**config.mk**
```make
export PLATFORM = sky130hd
export DESIGN_NAME = mips_control_fsm
export DESIGN_NICKNAME = d
export VERILOG_FILES = /design/src/rtl/mips_ctrl_pkg.sv /design/src/rtl/mips_alu_op_decode.sv /design/src/rtl/mips_control_fsm.sv
export SDC_FILE = /design/constraint.sdc
export NUM_CORES = 1
export LEC_CHECK = 0
export CAP_MARGIN = 20
export CORE_MARGIN = 4
export CORE_UTILIZATION = 45
export CTS_BUF_LIST = sky130_fd_sc_hd__clkbuf_16
export DETAILED_ROUTE_END_ITERATION = 8
export GPL_TIMING_DRIVEN = 0
export PLACE_DENSITY = 0.84
export SLEW_MARGIN = 20
export SYNTH_ARGS = -nofsm -noshare
export SYNTH_HDL_FRONTEND = slang
export SYNTH_HIERARCHICAL = 1
export SYNTH_SLANG_ARGS = --single-unit
```
**constraint.sdc**
```tcl
create_clock -name clk -period 3.02 [get_ports clk]
set_input_delay 0.604 -clock clk [delete_from_list [all_inputs] [get_ports clk]]
set_output_delay 0.604 -clock clk [all_outputs]
set_load 0.005 [all_outputs]
```
**src/rtl/mips_ctrl_pkg.sv**
```systemverilog
// Shared definitions for the multicycle MIPS control unit: the FSM state type,
// ALU operation codes, instruction opcode/funct constants and datapath select
// encodings.
package mips_ctrl_pkg;

    typedef enum logic [3:0] {
        StFetch  = 4'd0,
        StDecode = 4'd1,
        StExec   = 4'd2,
        StMemRd  = 4'd3,
        StMemWr  = 4'd4,
        StWbMem  = 4'd5,
        StWbAlu  = 4'd6,
        StBranch = 4'd7,
        StJump   = 4'd8,
        StTrap   = 4'd9
    } state_t;

    // ALU operation codes
    localparam logic [5:0] OP_ADD  = 6'b100000;
    localparam logic [5:0] OP_ADDU = 6'b100001;
    localparam logic [5:0] OP_SUB  = 6'b100010;
    localparam logic [5:0] OP_SUBU = 6'b100011;
    localparam logic [5:0] OP_AND  = 6'b100100;
    localparam logic [5:0] OP_OR   = 6'b100101;
    localparam logic [5:0] OP_XOR  = 6'b100110;
    localparam logic [5:0] OP_NOR  = 6'b100111;
    localparam logic [5:0] OP_SLT  = 6'b101010;
    localparam logic [5:0] OP_SLTU = 6'b101011;
    localparam logic [5:0] OP_CLO  = 6'b011100;
    localparam logic [5:0] OP_CLZ  = 6'b011101;
    localparam logic [5:0] OP_EQ   = 6'b011111;
    localparam logic [5:0] OP_GT   = 6'b001111;
    localparam logic [5:0] OP_PASS = 6'b111111;

    // Primary opcodes (IR[31:26])
    localparam logic [5:0] OPC_RTYPE    = 6'b000000;
    localparam logic [5:0] OPC_SPECIAL2 = 6'b011100;
    localparam logic [5:0] OPC_J        = 6'b000010;
    localparam logic [5:0] OPC_JAL      = 6'b000011;
    localparam logic [5:0] OPC_BEQ      = 6'b000100;
    localparam logic [5:0] OPC_BNE      = 6'b000101;
    localparam logic [5:0] OPC_BLEZ     = 6'b000110;
    localparam logic [5:0] OPC_BGTZ     = 6'b000111;
    localparam logic [5:0] OPC_ADDI     = 6'b001000;
    localparam logic [5:0] OPC_ADDIU    = 6'b001001;
    localparam logic [5:0] OPC_SLTI     = 6'b001010;
    localparam logic [5:0] OPC_SLTIU    = 6'b001011;
    localparam logic [5:0] OPC_ANDI     = 6'b001100;
    localparam logic [5:0] OPC_ORI      = 6'b001101;
    localparam logic [5:0] OPC_XORI     = 6'b001110;
    localparam logic [5:0] OPC_LUI      = 6'b001111;
    localparam logic [5:0] OPC_LW       = 6'b100011;
    localparam logic [5:0] OPC_SW       = 6'b101011;

    // Function codes needing special handling (IR[5:0])
    localparam logic [5:0] FN_SLL  = 6'b000000;
    localparam logic [5:0] FN_SRL  = 6'b000010;
    localparam logic [5:0] FN_SRA  = 6'b000011;
    localparam logic [5:0] FN_JR   = 6'b001000;
    localparam logic [5:0] FN_MOVZ = 6'b001010;
    localparam logic [5:0] FN_MOVN = 6'b001011;
    localparam logic [5:0] FN_CLZ  = 6'b100000;
    localparam logic [5:0] FN_CLO  = 6'b100001;

    // Datapath select encodings
    localparam logic [1:0] SRC_A_PC     = 2'd0;
    localparam logic [1:0] SRC_A_RS     = 2'd1;
    localparam logic [1:0] SRC_A_IMM_HI = 2'd2;
    localparam logic [1:0] SRC_A_SHAMT  = 2'd3;

    localparam logic [1:0] SRC_B_RT   = 2'd0;
    localparam logic [1:0] SRC_B_SEXT = 2'd1;
    localparam logic [1:0] SRC_B_ZEXT = 2'd2;
    localparam logic [1:0] SRC_B_FOUR = 2'd3;

    localparam logic [1:0] PC_SRC_ALU    = 2'd0;
    localparam logic [1:0] PC_SRC_ALUOUT = 2'd1;
    localparam logic [1:0] PC_SRC_JUMP   = 2'd2;
    localparam logic [1:0] PC_SRC_RS     = 2'd3;

    localparam logic [1:0] REG_DST_RT  = 2'd0;
    localparam logic [1:0] REG_DST_RD  = 2'd1;
    localparam logic [1:0] REG_DST_R31 = 2'd2;

endpackage

```
**src/rtl/mips_alu_op_decode.sv**
```systemverilog
// Combinational instruction decoder for the MIPS control unit.
// Ports:
//   opcode, funct  in  IR[31:26], IR[5:0]
//   operation      out ALU function code used in EXEC/BRANCH
//   legal          out instruction is implemented
//   src_a, src_b   out ALU operand selects used in EXEC/BRANCH
module mips_alu_op_decode
    import mips_ctrl_pkg::*;
(
    input  logic [5:0] opcode,
    input  logic [5:0] funct,
    output logic [5:0] operation,
    output logic       legal,
    output logic [1:0] src_a,
    output logic [1:0] src_b
);

    always_comb begin
        operation = OP_ADDU;
        legal     = 1'b0;
        src_a     = SRC_A_RS;
        src_b     = SRC_B_RT;
        case (opcode)
            OPC_RTYPE: begin
                case (funct)
                    6'b100000, 6'b100001, 6'b100010, 6'b100011,
                    6'b100100, 6'b100101, 6'b100110, 6'b100111,
                    6'b101010, 6'b101011, 6'b000100, 6'b000110,
                    6'b000111, FN_MOVZ, FN_MOVN: begin
                        operation = funct;
                        legal     = 1'b1;
                    end
                    FN_SLL, FN_SRL, FN_SRA: begin
                        operation = funct;
                        legal     = 1'b1;
                        src_a     = SRC_A_SHAMT;
                    end
                    FN_JR:   legal = 1'b1;
                    default: legal = 1'b0;
                endcase
            end
            OPC_SPECIAL2: begin
                case (funct)
                    FN_CLO: begin
                        operation = OP_CLO;
                        legal     = 1'b1;
                    end
                    FN_CLZ: begin
                        operation = OP_CLZ;
                        legal     = 1'b1;
                    end
                    default: legal = 1'b0;
                endcase
            end
            OPC_ADDI: begin
                operation = OP_ADD;
                src_b     = SRC_B_SEXT;
                legal     = 1'b1;
            end
            OPC_ADDIU, OPC_LW, OPC_SW: begin
                operation = OP_ADDU;
                src_b     = SRC_B_SEXT;
                legal     = 1'b1;
            end
            OPC_SLTI: begin
                operation = OP_SLT;
                src_b     = SRC_B_SEXT;
                legal     = 1'b1;
            end
            OPC_SLTIU: begin
                operation = OP_SLTU;
                src_b     = SRC_B_SEXT;
                legal     = 1'b1;
            end
            OPC_ANDI: begin
                operation = OP_AND;
                src_b     = SRC_B_ZEXT;
                legal     = 1'b1;
            end
            OPC_ORI: begin
                operation = OP_OR;
                src_b     = SRC_B_ZEXT;
                legal     = 1'b1;
            end
            OPC_XORI: begin
                operation = OP_XOR;
                src_b     = SRC_B_ZEXT;
                legal     = 1'b1;
            end
            OPC_LUI: begin
                // ALU passes operand a, which is already {imm, 16'b0}
                operation = OP_PASS;
                src_a     = SRC_A_IMM_HI;
                legal     = 1'b1;
            end
            OPC_BEQ, OPC_BNE: begin
                operation = OP_EQ;
                legal     = 1'b1;
            end
            // rt is $0 for these, so the compare is against zero
            OPC_BLEZ, OPC_BGTZ: begin
                operation = OP_GT;
                legal     = 1'b1;
            end
            OPC_J, OPC_JAL: begin
                src_a = SRC_A_PC;
                legal = 1'b1;
            end
            default: legal = 1'b0;
        endcase
    end

endmodule

```
**src/rtl/mips_control_fsm.sv**
```systemverilog
// Multicycle MIPS control unit. Sequences FETCH/DECODE/EXEC/MEM/WB and drives
// the ALU operation code, datapath selects and memory requests.
// Ports:
//   clk, reset            clock and asynchronous active-high reset
//   opcode, funct         instruction fields (valid from DECODE onward)
//   alu_zero, rt_zero     ALU zero flag, GPR[rt]==0
//   mem_ack               memory completes the current request
//   operation             ALU function code
//   alu_src_a, alu_src_b  ALU operand selects
//   mem_req, mem_we, iord memory request, write enable, address select
//   ir_write, pc_write    IR / PC load enables; pc_src selects the PC source
//   reg_write, reg_dst    GPR write enable and destination select
//   mem_to_reg            writeback from MDR instead of ALUOut
//   illegal               high while trapped
module mips_control_fsm
    import mips_ctrl_pkg::*;
#(
    parameter logic [3:0] RESET_STATE = 4'd0,
    parameter bit         TRAP_HOLD   = 1'b1
) (
    input  logic       clk,
    input  logic       reset,
    input  logic [5:0] opcode,
    input  logic [5:0] funct,
    input  logic       alu_zero,
    input  logic       rt_zero,
    input  logic       mem_ack,
    output logic [5:0] operation,
    output logic [1:0] alu_src_a,
    output logic [1:0] alu_src_b,
    output logic       mem_req,
    output logic       mem_we,
    output logic       iord,
    output logic       ir_write,
    output logic       pc_write,
    output logic [1:0] pc_src,
    output logic       reg_write,
    output logic [1:0] reg_dst,
    output logic       mem_to_reg,
    output logic       illegal
);

    state_t     state_q, state_d;
    logic [5:0] dec_op;
    logic       dec_legal;
    logic [1:0] dec_src_a;
    logic [1:0] dec_src_b;
    logic       is_rtype;
    logic       branch_taken;
    logic       wb_enable;

    mips_alu_op_decode u_decode (
        .opcode    (opcode),
        .funct     (funct),
        .operation (dec_op),
        .legal     (dec_legal),
        .src_a     (dec_src_a),
        .src_b     (dec_src_b)
    );

    assign is_rtype = (opcode == OPC_RTYPE);

    always_comb begin
        case (opcode)
            OPC_BEQ, OPC_BLEZ: branch_taken = alu_zero;
            OPC_BNE, OPC_BGTZ: branch_taken = !alu_zero;
            default:           branch_taken = 1'b0;
        endcase
    end

    // Conditional moves suppress the register write when their condition fails
    assign wb_enable = !(is_rtype && (funct == FN_MOVZ) && !rt_zero) &&
                       !(is_rtype && (funct == FN_MOVN) && rt_zero);

    always_ff @(posedge clk or posedge reset) begin
        if (reset) begin
            state_q <= state_t'(RESET_STATE);
        end else begin
            state_q <= state_d;
        end
    end

    always_comb begin
        state_d    = state_q;
        operation  = OP_ADDU;
        alu_src_a  = SRC_A_PC;
        alu_src_b  = SRC_B_RT;
        mem_req    = 1'b0;
        mem_we     = 1'b0;
        iord       = 1'b0;
        ir_write   = 1'b0;
        pc_write   = 1'b0;
        pc_src     = PC_SRC_ALU;
        reg_write  = 1'b0;
        reg_dst    = REG_DST_RT;
        mem_to_reg = 1'b0;
        illegal    = 1'b0;

        case (state_q)
            StFetch: begin
                mem_req   = 1'b1;
                alu_src_b = SRC_B_FOUR;
                if (mem_ack) begin
                    ir_write = 1'b1;
                    pc_write = 1'b1;
                    state_d  = StDecode;
                end
            end
            StDecode: begin
                // Branch target PC + (sext(imm) << 2) goes to ALUOut; the word
                // shift is applied on the sign-extended path in the datapath.
                alu_src_b = SRC_B_SEXT;
                if (!dec_legal) begin
                    state_d = StTrap;
                end else begin
                    case (opcode)
                        OPC_BEQ, OPC_BNE, OPC_BLEZ, OPC_BGTZ: state_d = StBranch;
                        OPC_J, OPC_JAL:                       state_d = StJump;
                        OPC_RTYPE: state_d = (funct == FN_JR) ? StJump : StExec;
                        default:                              state_d = StExec;
                    endcase
                end
            end
            StExec: begin
                operation = dec_op;
                alu_src_a = dec_src_a;
                alu_src_b = dec_src_b;
                if (opcode == OPC_LW) begin
                    state_d = StMemRd;
                end else if (opcode == OPC_SW) begin
                    state_d = StMemWr;
                end else begin
                    state_d = StWbAlu;
                end
            end
            StMemRd, StMemWr: begin
                mem_req = 1'b1;
                iord    = 1'b1;
                mem_we  = (state_q == StMemWr);
                if (mem_ack) begin
                    state_d = (state_q == StMemWr) ? StFetch : StWbMem;
                end
            end
            StWbMem: begin
                reg_write  = 1'b1;
                mem_to_reg = 1'b1;
                state_d    = StFetch;
            end
            StWbAlu: begin
                reg_write = wb_enable;
                reg_dst   = is_rtype ? REG_DST_RD : REG_DST_RT;
                state_d   = StFetch;
            end
            StBranch: begin
                operation = dec_op;
                alu_src_a = dec_src_a;
                alu_src_b = dec_src_b;
                if (branch_taken) begin
                    pc_write = 1'b1;
                    pc_src   = PC_SRC_ALUOUT;
                end
                state_d = StFetch;
            end
            StJump: begin
                pc_write = 1'b1;
                pc_src   = is_rtype ? PC_SRC_RS : PC_SRC_JUMP;
                // JAL links PC (already PC+4) into r31
                if (opcode == OPC_JAL) begin
                    reg_write = 1'b1;
                    reg_dst   = REG_DST_R31;
                end
                state_d = StFetch;
            end
            StTrap: begin
                illegal = 1'b1;
                state_d = TRAP_HOLD ? StTrap : StFetch;
            end
            default: state_d = StFetch;
        endcase

        // Outputs collapse as soon as reset rises, without waiting for a clock
        if (reset) begin
            operation  = OP_ADDU;
            alu_src_a  = SRC_A_PC;
            alu_src_b  = SRC_B_RT;
            mem_req    = 1'b0;
            mem_we     = 1'b0;
            iord       = 1'b0;
            ir_write   = 1'b0;
            pc_write   = 1'b0;
            pc_src     = PC_SRC_ALU;
            reg_write  = 1'b0;
            reg_dst    = REG_DST_RT;
            mem_to_reg = 1'b0;
            illegal    = 1'b0;
        end
    end

endmodule

```
* After elaboration in Yosys (flattened, before gate mapping) *
Cells that the tools add are included.

cells by class
  equal/unequal tests = 46
  mux-type cells = 52
  reduce and logical (&&, ||, !) cells = 29

operators with widths
  cell                  count
  $eq A6 B6 Y1 const B  12
  $eq A6 B4 Y1 const B  11
  $pmux W6 S11          1
  $eq A6 B3 Y1 const B  7
  $eq A6 B2 Y1 const B  4
  $mux W1               22
  $pmux W4 S5           1
  $reduce_or A19 Y1     1
  $mux W6               3
  $reduce_or A18 Y1     1
  $eq A4 B3 Y1 const B  4
  $mux W2               8
  $mux W4               4
  $reduce_or A16 Y1     1
  $reduce_or A2 Y1      8
  $logic_not A6 Y1      2
  $pmux W2 S2           3
  $pmux W2 S3           2
  $pmux W4 S3           1
  $pmux W6 S2           1
  $pmux W1 S3           3
  $reduce_or A3 Y1      3
  $eq A4 B2 Y1 const B  2
  $eq A4 B4 Y1 const B  2
  11 further kinds      20

storage, ports and cells
  bits in registers = 4
  output and inout bits = 22
  word-level logic and storage cells = 128

* Depth between registers and ports, before layout *
  word-level depth = 7
  mapped depth = 8
  mapped depth without buffers = 7

* Cells and area by module *
The synthesis kept the hierarchy.

modules (own cells, without submodules)
  module              instances  cells each  area each (µm²)  sequential area each (µm²)
  mips_control_fsm    1          94          661.9            100.1
  mips_alu_op_decode  1          68          409.1            0.0

* Least setup slack after synthesis *
No wires, ideal clock.

  path type = input -> register
  start point = in opcode[0]
  end point = reg state_q[0]
  setup time = 0.122 ns
  data arrival time = 2.547 ns
  data required time = 2.898 ns
  path slack = 0.351 ns
  stages = 8
  buffers on the path = 1
  cell sequence = clkbuf_1 or3b_1 nor4_2 nor2b_1 o22ai_1 nand2b_1 or4b_1 a32o_1

between the ends
  cells in the longest elaborated chain, start to end = 5
  elaborated cells between the ends (all ways) = 26
  those cells by class = eq/ne (17); mux (5); reduce/logical (4)

ends and longest elaborated chain
  element                               line                      text
  from (decl)                           mips_control_fsm.sv:23    input logic [5:0] opcode,
  $eq A6 B6 Y1 (tied with other cells)  mips_alu_op_decode.sv:23  case (opcode)
  $reduce_or A16 Y1 (no line)           -
  $pmux W1 S3 *                         mips_alu_op_decode.sv:23
  named net dec_legal                   mips_control_fsm.sv:45    logic dec_legal;
  $mux W4 *                             mips_control_fsm.sv:113   if (!dec_legal) begin
  $pmux W4 S5 *                         mips_control_fsm.sv:99    case (state_q)
  to (signal assigned)                  mips_control_fsm.sv:77    state_q <= state_t'(RESET_STATE);
  to (signal assigned)                  mips_control_fsm.sv:79    state_q <= state_d;
  to (decl)                             mips_control_fsm.sv:43    state_t state_q, state_d;

The timed path passes the listed nets; every way through them passes the cells marked *.
A chain may end at the register's enable or synchronous reset.

* Final worst setup path *
  start point = in opcode[1]
  end point = out operation[1]

between the ends
  cells in the longest elaborated chain, start to end = 5
  elaborated cells between the ends (all ways) = 18
  those cells by class = eq/ne (12); mux (3); reduce/logical (3)

ends and longest elaborated chain
  element              line                      text
  $eq A6 B3 Y1         mips_alu_op_decode.sv:23
  $reduce_or A2 Y1     -
  $pmux W6 S11 *       mips_alu_op_decode.sv:23
  named net dec_op[1]  mips_control_fsm.sv:44    logic [5:0] dec_op;
  $mux W6 *            mips_control_fsm.sv:99
  $mux W6 *            mips_control_fsm.sv:182   if (reset) begin
  to (decl)            mips_control_fsm.sv:28    output logic [5:0] operation,

Marks and branches as above.

==> results.sh <==
export IMPL_p_clk_frac=0.255
export IMPL_synth_fp_nets=179
export IMPL_largest_register_ffs=4
export IMPL_ys_ff_latch=4
export IMPL_die_y_um=56.79
export IMPL_crit_arrival_ps=2330
export IMPL_ios=39
export IMPL_synthSimpleGateAreaFrac=0.4708
export IMPL_synth_edff_count=0
export IMPL_p_seq_frac=0.127
export IMPL_p_comb_frac=0.617
export IMPL_synthAdderAreaFrac=0
export IMPL_grt_start_max_net_pins=11
export IMPL_clk_pin_slew_ps=30
export IMPL_track_usage=0.2589
export IMPL_synth_xor_area_frac=0.01636
export IMPL_max_freq_ghz=0.3405
export IMPL_slew_violations=0
export IMPL_regMostFlops="state_q"
export IMPL_synth_compound_area_share=0.3201
export IMPL_synth_top_area_frac=0.09346
export IMPL_hold_viol=0
export IMPL_drt_iter0_markers=118
export IMPL_num_rows=17
export IMPL_cts_htree_levels=1
export IMPL_cts_buffers=3
export IMPL_use_met3=0.04598
export IMPL_diodes=0
export IMPL_grt_overflow_total=0
export IMPL_reg2reg_setup_slack_ps=1530
export IMPL_first_pass_iters=5
export IMPL_status="complete, no violations"
export IMPL_drc=0
export IMPL_path_cells="clkdlybuf4s15_2 -> nor2_1 -> nand3_4 -> nor3_4 -> a22o_1 -> and2_1 -> clkdlybuf4s50_1"
export IMPL_grt_first_pass_wirelength_um=6824
export IMPL_netlist_instances=162
export IMPL_cts_tree="done"
export IMPL_root_buffer="clkbuf_16"
export IMPL_core_um2=2233
export IMPL_dieWidth_um=56.79
export IMPL_synth_top_flop_cell="dfrtp_1"
export IMPL_area_delta_synth_final_pct=59.70
export IMPL_finalSetupViolCount=0
export IMPL_synth_area_leaders="dfrtp_1 (9.3%), nor2_1 (6.7%), o21ai_0 (5.1%)"
export IMPL_async_flop_share=1.000
export IMPL_r2r_start="state_q[3]$_DFFE_PP0P_"
export IMPL_synthMostInstantiatedCell="nor2_1"
export IMPL_clock_latency_ps=230
export IMPL_cts_num_sinks=4
export IMPL_switchingPower_mw=0.3330
export IMPL_worst_path_buf_inv=2
export IMPL_fin_skew_ps=1.043
export IMPL_routed_via_density=6.396
export IMPL_max_vdd_ir_drop_mv=0.7066
export IMPL_ant_nets=0
export IMPL_drive_above_1_share=0.2367
export IMPL_yosysSeqAreaShare=0.09346
export IMPL_met1_usage=0.3574
export IMPL_start_util=0.4796
export IMPL_first_global_vias=1359
export IMPL_cp_required_ps=2420
export IMPL_regToRegEndpoint="state_q[0]$_DFFE_PP0P_"
export IMPL_path_max_fanout=10
export IMPL_timing_final_crit_share=0.9724
export IMPL_worstRegToRegCells=3
export IMPL_synth_top_family_by_area="simple AND/OR/NAND/NOR gates"
export IMPL_path_class="input port to output port"
export IMPL_power_internal_mw=0.4875
export IMPL_slowest_stage="clkdlybuf4s50_1"
export IMPL_startpoint="opcode[1]"
export IMPL_fin_crit_ps=2937
export IMPL_power_mw=0.8205
export IMPL_yosysUniqueCellTypes=54
export IMPL_synth_top_cells_by_count="nor2_1 (19), nand2_1 (11), o21ai_0 (11), a21oi_1 (10), nor3_1 (8)"
export IMPL_post_route_util=0.7658
export IMPL_min_path_type="input port to async pin"
export IMPL_portBuffers=37
export IMPL_dp_hpwl_um=2696
export IMPL_rsz0062_at_grt="true"
export IMPL_post_synth_top_area_cell="dfrtp_1"
export IMPL_top_regs="state_q: 4 flops"
export IMPL_die_area_um2=3225
export IMPL_slowest_delay_ps=500
export IMPL_synthMuxAreaShare=0
export IMPL_cp_start_kind="input port"
export IMPL_avgSynthCellArea_um2=6.611
export IMPL_layout_nets=226
export IMPL_syn_area_um2=1071
export IMPL_power_density_nw_per_um2=479.7
export IMPL_p_sw_frac=0.4058
export IMPL_finalWirelength_um=4044
export IMPL_tightest_slew_ps=472.8
export IMPL_crit_family="simple AND/OR/NAND/NOR gates"
export IMPL_num_vias=1503
export IMPL_antenna_found_initial=0
export IMPL_clk_path_buf_depth=2
export IMPL_grt_use_met2=0.4208
export IMPL_yosysWarnings=6
export IMPL_p_leak_nw=0.6661
export IMPL_top_usage_layer="met2"
export IMPL_slew_headroom=0.6848
export IMPL_wl_per_cell_um=17.21
export IMPL_critPathCaptureType="output port"
export IMPL_drv_cap=0
export IMPL_finalWeightedCongestion=0.8765
-- through the flow --
stage	TNS [ps]	hold WS (ps)	area (um2)	instances	setup slack [ps]
final	0	461.3	1710	235	83.42
after global routing	-0.2842	490.4	1710	235	-0.2842
after CTS	0	453.5	1692	235	13.30
after detailed placement	-7827	696.1	1476	227	-761.2
after global placement	-7358	696.8	1476	227	-708.5
after floorplan	0	370.1	1071	162	351.3
-- routing by layer --
layer / share of wire / wire [um]
met1: 0.41 / 1663
met4: 0.020 / 79
met3: 0.10 / 420
met5: 0 / 0
met2: 0.46 / 1880
-- power groups by stage --
stage / logic (mW) / clock network, mW / registers (mW)
floorplan: 0.309 / 0 / 0.0948
global placement: 0.463 / 0 / 0.103
detailed placement: 0.473 / 0 / 0.102
CTS: 0.493 / 0.210 / 0.104
global route: 0.550 / 0.217 / 0.109
finish: 0.506 / 0.209 / 0.105
-- logic make-up (layout without fill, tap and decap cells) --
| logic type | after synthesis | in the layout |
|---|---|---|
| AOI/OAI and AO/OA | 51 | 51 |
| and+or+nand+nor | 87 | 87 |
| DFF | 4 | 4 |
| xor gates and xnor gates | 2 | 2 |
| buffers and inverters | 18 | 63 |
-- cells in the final DEF, fill, tap and decap left out, types with 5 or more instances in the layout --
cell,synthesis,layout
clkdlybuf4s50_1,0,18
nor2_1,19,16
nand2_1,11,11
o21ai_0,11,11
dlygate4sd2_1,0,10
a21oi_1,10,9
nand2b_1,7,7
buf_4,1,6
and2_1,6,6
nor3_1,8,6
nand3_1,6,5
inv_1,5,5
-- worst max path at each step --
| stage | cells past startpoint | slack (ps) | end |
|---|---|---|---|
| after global routing | 8 | -0.3 | alu_src_a[1] |
| after floorplan | 8 | 350 | state_q[0]$_DFFE_PP0P_ |
| after CTS | 8 | 10 | operation[2] |
| after detailed placement | 8 | -760 | operation[2] |
| final | 7 | 80 | operation[1] |
| after global placement | 7 | -710 | alu_src_b[1] |
-- layout make-up --
cell class / count / area [um2]
Inverter: 5 / 18.77
Timing Repair Buffer: 42 / 380.4
Buffer: 13 / 131.4
Sequential cell: 4 / 100.1
Tap cell: 28 / 35.03
Clock buffer: 3 / 75.07
Fill cell: 178 / 523.0
Multi-Input combinational cell: 140 / 969.7
-- timing repair --
item                       CTS  global route
setup buffers                5             0
resized for setup           66            10
pin swaps                    9             2
hold buffers                 0             0
setup endpoints to repair   16            11
Power figures use the tool's default switching activity.
